### src/rtl/mmio_pkg.sv
// Shared constants for the memory-mapped UART transmitter: default register address,
// FSM encoding and frame length. Define UART_TX_PARITY_EN for 8E1 frames; default is 8N1.
package mmio_pkg;

  localparam logic [7:0] TX_ADDR_DEFAULT = 8'hFF;

  localparam logic [2:0] S_IDLE   = 3'd0;
  localparam logic [2:0] S_START  = 3'd1;
  localparam logic [2:0] S_DATA   = 3'd2;
`ifdef UART_TX_PARITY_EN
  localparam logic [2:0] S_PARITY = 3'd3;
`endif
  localparam logic [2:0] S_STOP   = 3'd4;

  typedef enum logic [2:0] {
    IDLE   = S_IDLE,
    START  = S_START,
    DATA   = S_DATA,
`ifdef UART_TX_PARITY_EN
    PARITY = S_PARITY,
`endif
    STOP   = S_STOP
  } uart_state_e;

  localparam int DATA_BITS  = 8;
`ifdef UART_TX_PARITY_EN
  localparam int FRAME_BITS = 11;
`else
  localparam int FRAME_BITS = 10;
`endif

`ifdef UART_TX_PARITY_EN
  function automatic logic even_parity(input logic [7:0] data);
    return ^data;
  endfunction
`endif

endpackage

### src/rtl/mmio_uart_tx_if.sv
// Store-side bus from the MEM stage into the UART transmitter.
interface mmio_uart_tx_if;
  logic        wren;
  logic [7:0]  addr;
  logic [31:0] din;

  modport master (output wren, addr, din);
  modport slave  (input  wren, addr, din);
endinterface

### src/rtl/mmio_uart_tx_fifo.sv
// Byte FIFO between the store port and the transmit FSM; a push is accepted when full
// only if a pop happens in the same cycle.
module tx_fifo #(
  parameter int unsigned DEPTH = 8
) (
  input  logic                     clock,
  input  logic                     clear,
  input  logic                     push,
  input  logic                     pop,
  input  logic [7:0]               din,
  output logic [7:0]               dout,
  output logic                     full,
  output logic                     empty,
  output logic [$clog2(DEPTH):0]   count
);

  localparam int AW = $clog2(DEPTH);
  localparam int CW = AW + 1;

  logic [7:0]    r_mem [DEPTH];
  logic [AW-1:0] r_wr_ptr;
  logic [AW-1:0] r_rd_ptr;
  logic [CW-1:0] r_count;
  logic          w_do_push;
  logic          w_do_pop;

  assign full      = (r_count == CW'(DEPTH));
  assign empty     = (r_count == '0);
  assign count     = r_count;
  assign dout      = r_mem[r_rd_ptr];
  assign w_do_pop  = pop && !empty;
  assign w_do_push = push && (!full || w_do_pop);

  // NOTE: storage has no reset; the pointers and count alone decide what is valid.
  always_ff @(posedge clock) begin
    if (w_do_push) r_mem[r_wr_ptr] <= din;
  end

  // Pointers are AW bits wide so they wrap modulo DEPTH on their own.
  always_ff @(posedge clock) begin
    if (clear) begin
      r_wr_ptr <= '0;
      r_rd_ptr <= '0;
      r_count  <= '0;
    end else begin
      if (w_do_push) r_wr_ptr <= r_wr_ptr + AW'(1);
      if (w_do_pop)  r_rd_ptr <= r_rd_ptr + AW'(1);
      case ({w_do_push, w_do_pop})
        2'b10:   r_count <= r_count + CW'(1);
        2'b01:   r_count <= r_count - CW'(1);
        default: r_count <= r_count;
      endcase
    end
  end

endmodule

### src/rtl/mmio_uart_tx.sv
// Memory-mapped UART transmitter: stores to TX_ADDR queue a byte, the FSM serialises it.
// Define UART_TX_PARITY_EN to insert an even-parity bit after the data bits.
module mmio_uart_tx
  import mmio_pkg::*;
#(
  parameter int unsigned CLKS_PER_BIT = 434,
  parameter int unsigned FIFO_DEPTH   = 8,
  parameter logic [7:0]  TX_ADDR      = TX_ADDR_DEFAULT
) (
  input  logic                 clock,
  input  logic                 clear,
  mmio_uart_tx_if.slave        bus,
  output logic                 tx,
  output logic                 busy,
  output logic                 full,
  output logic                 overflow
);

  localparam logic [15:0] BAUD_LAST = 16'(CLKS_PER_BIT - 1);
  localparam logic [2:0]  BIT_LAST  = 3'(DATA_BITS - 1);

  uart_state_e r_state, w_state_next;
  logic [15:0] r_baud, w_baud_next;
  logic [2:0]  r_bit, w_bit_next;
  logic [7:0]  r_shift, w_shift_next;
  logic        r_tx, w_tx_next;
  logic        r_overflow;

  logic        w_hit;
  logic        w_push;
  logic        w_pop;
  logic        w_baud_done;
  logic        w_fifo_full;
  logic        w_fifo_empty;
  logic [7:0]  w_fifo_dout;
  logic [$clog2(FIFO_DEPTH):0] w_fifo_count;
  logic        w_unused_bits;

  assign w_hit         = bus.wren && (bus.addr == TX_ADDR);
  assign w_push        = w_hit && !clear;
  assign w_baud_done   = (r_baud == BAUD_LAST);
  assign w_unused_bits = ^{bus.din[31:8], w_fifo_count};

  tx_fifo #(
    .DEPTH (FIFO_DEPTH)
  ) u_fifo (
    .clock (clock),
    .clear (clear),
    .push  (w_push),
    .pop   (w_pop),
    .din   (bus.din[7:0]),
    .dout  (w_fifo_dout),
    .full  (w_fifo_full),
    .empty (w_fifo_empty),
    .count (w_fifo_count)
  );

  // NOTE: every sequential block uses non-blocking assignments so all registers
  // see pre-edge values, independent of block ordering.
  always_ff @(posedge clock) begin
    if (clear) begin
      r_state <= IDLE;
      r_baud  <= '0;
      r_bit   <= '0;
      r_shift <= '0;
      r_tx    <= 1'b1;
    end else begin
      r_state <= w_state_next;
      r_baud  <= w_baud_next;
      r_bit   <= w_bit_next;
      r_shift <= w_shift_next;
      r_tx    <= w_tx_next;
    end
  end

  // tx is driven from next-state logic into r_tx, so the line changes on the same
  // edge as the state and never sees a combinational path from the inputs.
  always_comb begin
    // NOTE: defaults first so no path through the case leaves a signal unassigned
    // (which would infer a latch).
    w_state_next = r_state;
    w_baud_next  = r_baud;
    w_bit_next   = r_bit;
    w_shift_next = r_shift;
    w_tx_next    = 1'b1;
    w_pop        = 1'b0;

    case (r_state)
      IDLE: begin
        if (!w_fifo_empty) begin
          w_pop        = 1'b1;
          w_shift_next = w_fifo_dout;
          w_baud_next  = '0;
          w_bit_next   = '0;
          w_state_next = START;
          w_tx_next    = 1'b0;
        end
      end

      START: begin
        w_tx_next = 1'b0;
        if (w_baud_done) begin
          w_baud_next  = '0;
          w_bit_next   = '0;
          w_state_next = DATA;
          w_tx_next    = r_shift[0];
        end else begin
          w_baud_next = r_baud + 16'd1;
        end
      end

      DATA: begin
        w_tx_next = r_shift[r_bit];
        if (w_baud_done) begin
          w_baud_next = '0;
          if (r_bit == BIT_LAST) begin
            w_bit_next = '0;
`ifdef UART_TX_PARITY_EN
            w_state_next = PARITY;
            w_tx_next    = even_parity(r_shift);
`else
            w_state_next = STOP;
            w_tx_next    = 1'b1;
`endif
          end else begin
            w_bit_next = r_bit + 3'd1;
            w_tx_next  = r_shift[r_bit + 3'd1];
          end
        end else begin
          w_baud_next = r_baud + 16'd1;
        end
      end

`ifdef UART_TX_PARITY_EN
      PARITY: begin
        w_tx_next = even_parity(r_shift);
        if (w_baud_done) begin
          w_baud_next  = '0;
          w_state_next = STOP;
          w_tx_next    = 1'b1;
        end else begin
          w_baud_next = r_baud + 16'd1;
        end
      end
`endif

      STOP: begin
        if (w_baud_done) begin
          w_baud_next  = '0;
          w_state_next = IDLE;
        end else begin
          w_baud_next = r_baud + 16'd1;
        end
      end

      default: begin
        w_baud_next  = '0;
        w_bit_next   = '0;
        w_state_next = IDLE;
      end
    endcase
  end

  // A write into a full FIFO is lost unless the FSM frees a slot on the same edge.
  always_ff @(posedge clock) begin
    if (clear) begin
      r_overflow <= 1'b0;
    end else if (w_hit && w_fifo_full && !w_pop) begin
      r_overflow <= 1'b1;
    end
  end

  assign tx       = r_tx;
  assign busy     = (r_state != IDLE) || !w_fifo_empty;
  assign full     = w_fifo_full;
  assign overflow = r_overflow;

endmodule

### src/flat_wrapper.sv
// flat-port wrapper written by rule: the top's interface ports become plain ports
module mmio_uart_tx_flat import mmio_pkg::*;
#(
  parameter int unsigned CLKS_PER_BIT = 434,
  parameter int unsigned FIFO_DEPTH   = 8,
  parameter logic [7:0]  TX_ADDR      = TX_ADDR_DEFAULT
)
  (clock, clear, tx, busy, full, overflow, bus_wren, bus_addr, bus_din);
  mmio_uart_tx_if bus_i ();
  input  logic clock;
  input  logic clear;
  output logic tx;
  output logic busy;
  output logic full;
  output logic overflow;
  input wire logic [$bits(bus_i.wren)-1:0] bus_wren;
  input wire logic [$bits(bus_i.addr)-1:0] bus_addr;
  input wire logic [$bits(bus_i.din)-1:0] bus_din;
  assign bus_i.wren = bus_wren;
  assign bus_i.addr = bus_addr;
  assign bus_i.din = bus_din;
  mmio_uart_tx #(.CLKS_PER_BIT(CLKS_PER_BIT), .FIFO_DEPTH(FIFO_DEPTH), .TX_ADDR(TX_ADDR)) u_core (.clock(clock), .clear(clear), .bus(bus_i), .tx(tx), .busy(busy), .full(full), .overflow(overflow));
endmodule
### config.mk
export PLATFORM = sky130hd
export DESIGN_NAME = mmio_uart_tx_flat
export DESIGN_NICKNAME = d
export VERILOG_FILES = /design/src/rtl/mmio_pkg.sv /design/src/rtl/mmio_uart_tx_if.sv /design/src/rtl/mmio_uart_tx_fifo.sv /design/src/rtl/mmio_uart_tx.sv /design/src/flat_wrapper.sv
export SDC_FILE = /design/constraint.sdc
export NUM_CORES = 1
export LEC_CHECK = 0
export ABC_CLOCK_PERIOD_IN_PS = 2500
export CORE_UTILIZATION = 53
export CTS_BUF_LIST = sky130_fd_sc_hd__clkbuf_4
export DETAILED_ROUTE_END_ITERATION = 8
export PLACE_DENSITY = 0.9
export SKIP_CTS_REPAIR_TIMING = 1
export SYNTH_ARGS = -nofsm -noshare
export SYNTH_HDL_FRONTEND = slang
export SYNTH_SLANG_ARGS = --single-unit
### constraint.sdc
create_clock -name clock -period 2.5 [get_ports clock]
set_input_delay 0.5 -clock clock [delete_from_list [all_inputs] [get_ports clock]]
set_output_delay 0.5 -clock clock [all_outputs]
set_load 0.01 [all_outputs]
==> flow_summary_export.csv <==
group,metric,value,unit
outcome,status,"finished clean",
global_routing,grt_pass1_wl,14200,µm
route,via_per_inst,5.91,
route,first_iter_violations,146,
timing,fmax,416,MHz
cells_and_area,antennaDiodeCount,0,
floorplanning,design.die.area,9090,µm²
setup_path,crit_arrival,2780,ps
min_path,min_path_type,"reg -> reg",
clock_tree,clk_latency,460,ps
yosys,yosysMostFrequentCell,"edfxtp_1",
yosys,ys_async_sr_fraction,0,
floorplanning,start_util,0.554,
setup_path,critical-path-slowest-cell,"clkdlybuf4s50_1",
yosys,syn-cell-area,4620,µm²
clock_tree,numCtsBuffers,9,
yosys,synth_top_cell_area_share,0.416,
placement,placedCellCount,489,
global_routing,grt_pass1_vias,3092,
route,routed_wl,8810,µm
cells_and_area,utilization,0.636,
clock_tree,tritoncts,"yes",
pwr,p_total,4.28,mW
global_routing,grt_max_degree,31,
cells_and_area,drive_above_1_share,0.210,
floorplanning,die_h,95.3,µm
yosys,avgSynthCellArea,13.4,µm²
cells_and_area,area_growth,14.9,%
setup_path,cp_max_fo,2,
cells_and_area,fin_area,5300,µm²
route,firstDrtPassIters,4,
cells_and_area,fin_nets,447,
timing,setup_violations,0,
setup_path,rrSetupSlack,240,ps
cells_and_area,layout.cells.non_filler,505,
pwr,p_int,2.89,mW
timing,tightest_slew,785,ps
global_routing,grtUsageTotal,0.210,
yosys,yosys-top-cells-count,"64 x edfxtp_1, 42 x dfxtp_1, 41 x nor2_1",
yosys,ys_seq_area_frac,0.598,
clock_tree,clkSinkCount,106,
yosys,yosys-top-cells-area,"edfxtp_1 42%, dfxtp_1 18%, mux4_2 9.3%",
route,drc,0,
cells_and_area,nFillCells,624,
clock_tree,cts_root_buf,"clkbuf_4",
timing,hold_viol_final,0,
cells_and_area,multiInputGateArea,1770,µm²
run,max_cap_violations,0,
pwr,power.density,808,nW/µm²
setup_path,cp-start-kind,"input port",
yosys,synth_nets,397,
clock_tree,path_clk_slew,150,ps
yosys,yosys_register_bits,106,
floorplanning,fp.dieW,95.3,µm
setup_path,crit_path_end_kind,"flop",
route,ant_nets,0,
global_routing,grt_remaining_overflow,0,
setup_path,critPathBufInv,2,
floorplanning,io_pins,47,
cells_and_area,seq_area,2760,µm²
clock_tree,htree_num_levels,3,
timing,skew,24.5,ps
timing,fin_crit_sh,0.962,
setup_path,path_common_cell,"nor3_1",
setup_path,slowest_delay,420,ps
yosys,yosys_warnings,0,
timing,slew_headroom,0.476,
placement,portBuffers,22,
yosys,yosysTopAreaCell,"edfxtp_1",
timing,slew_violations,0,
yosys,synth_edf_count,64,
floorplanning,core,8340,µm²
pwr,swShare,0.325,
route,dr_total_vias,2985,
placement,dp_worst_setup_slack,-464,ps
floorplanning,num_rows,33,
route,wire_per_inst,17.4,µm
yosys,synth_flop_cell,"edfxtp_1",
placement,globalplace.congestion,0.802,
setup_path,cp_cell_sequence,"clkdlybuf4s50_1 -> nand2b_2 -> or3_1 -> nand2_1 -> inv_1 -> ha_1 -> a21o_1 -> a21oi_2 -> and3_4 -> nor3_1 -> nor3_1",
setup_path,worstPathRequired,2880,ps
setup_path,cpLargestDelayFamily,"simple AND/OR/NAND/NOR gates",
timing,hold_ws,518,ps
placement,hpwlAfterDp,6360,µm
pwr,leakagePower,1.77,nW
pwr,power.switching,1.39,mW
pwr,ir_worst_vdd,0.488,mV
timing,setup_tns,0,ps
yosys,synthDistinctLibCells,50,
timing,fin_crit,2400,ps
setup_path,critPathKind,"in -> reg",
global_routing,antenna_found_initial,0,
yosys,syn_inst,345,
pwr,pwr-share-seq,0.495,
placement,placed_area,5140,µm²
pwr,p_clk_frac,0.196,
pwr,p_comb_frac,0.309,
clock_tree,cts_max_path_buffers,2,
timing,worst_slack,95.8,ps
## cells by family after synthesis
logic type      Yosys count  synth area share
simple gates            110             0.124
flops                   106             0.598
compound gates           44            0.0680
mux                      34             0.126
buf+inv                  24            0.0238
xor+xnor                 18            0.0341
fa+ha+maj                 9            0.0260
## power groups by stage
| stage | Combinational (mW) | Clock, mW | Sequential [mW] |
|---|---|---|---|
| after global placement | 1.24 | 0 | 2.15 |
| final | 1.32 | 0.839 | 2.12 |
| after CTS | 1.31 | 0.852 | 2.12 |
| after global routing | 1.45 | 0.915 | 2.14 |
| after detailed placement | 1.31 | 0 | 2.16 |
| after floorplan | 0.957 | 0 | 2.09 |
## final cells by class
class / instances / share of cell area
tap: 105 / 0.0248
timing repair buffer: 54 / 0.0873
multi-input combinational: 215 / 0.334
inverter: 9 / 0.00637
clock buffer: 9 / 0.0127
clock inverter: 7 / 0.0134
sequential: 106 / 0.521
## layer usage
layer / track usage / vias up / wire length (µm)
li1: - / 1413 / -
met4: 0.0720 / 0 / 154
met3: 0.0431 / 18 / 396
met2: 0.399 / 79 / 4750
met1: 0.229 / 1475 / 3510
met5: 0 / - / 0
## placed cells by master (no fill, tap or decap), types with 2 or more instances in the layout
cell type	Yosys	final
nor3_1	7	5
nand2b_1	5	4
inv_8	0	3
a21oi_1	10	9
or3_1	4	4
nor2_1	41	41
nor3_2	0	2
and4_1	2	2
ha_1	8	8
o21bai_1	2	2
mux4_2	19	19
edfxtp_1	64	64
a211oi_1	13	13
and3_2	2	2
dfxtp_1	42	41
nand3_1	5	5
inv_1	8	8
o21ai_0	5	5
clkbuf_4	0	9
nand4_1	10	10
buf_4	3	32
or4_1	3	3
nor4b_1	3	2
xnor2_1	7	7
nand2_1	19	19
xor2_1	11	11
clkdlybuf4s50_1	0	21
mux2_2	3	3
a31oi_1	5	5
mux2i_1	12	12
## worst paths after layout
kind,startpoint,cells past startpoint,end
min,u_core.r_bit[2],2,u_core.r_bit[2]
min reg2reg,u_core.r_bit[2],2,u_core.r_bit[2]
max,clear,11,u_core.u_fifo.count[3]
max reg2reg,u_core.r_state[2],10,u_core.u_fifo.count[3]
## flip-flops by register name (all words and copies together), names as in the netlist
signal,flops
u_core.tx,1
u_core.u_fifo.count,4
u_core.r_state,3
u_core.u_fifo.r_wr_ptr,3
u_core.u_fifo.r_rd_ptr,3
u_core.u_fifo.r_mem,64
u_core.r_baud,16
u_core.overflow,1
u_core.r_bit,3
u_core.r_shift,8
## worst register-to-register path: stages, from the launching register on
cell	delay, ps
dfxtp_1	350
or3_1	460
nor2_1	180
nand2_1	90
inv_1	90
ha_1	230
a21o_1	200
a21oi_2	170
and3_4	200
nor3_1	50
nor3_1	170
Note: power is estimated with default switching activity, not from simulation.
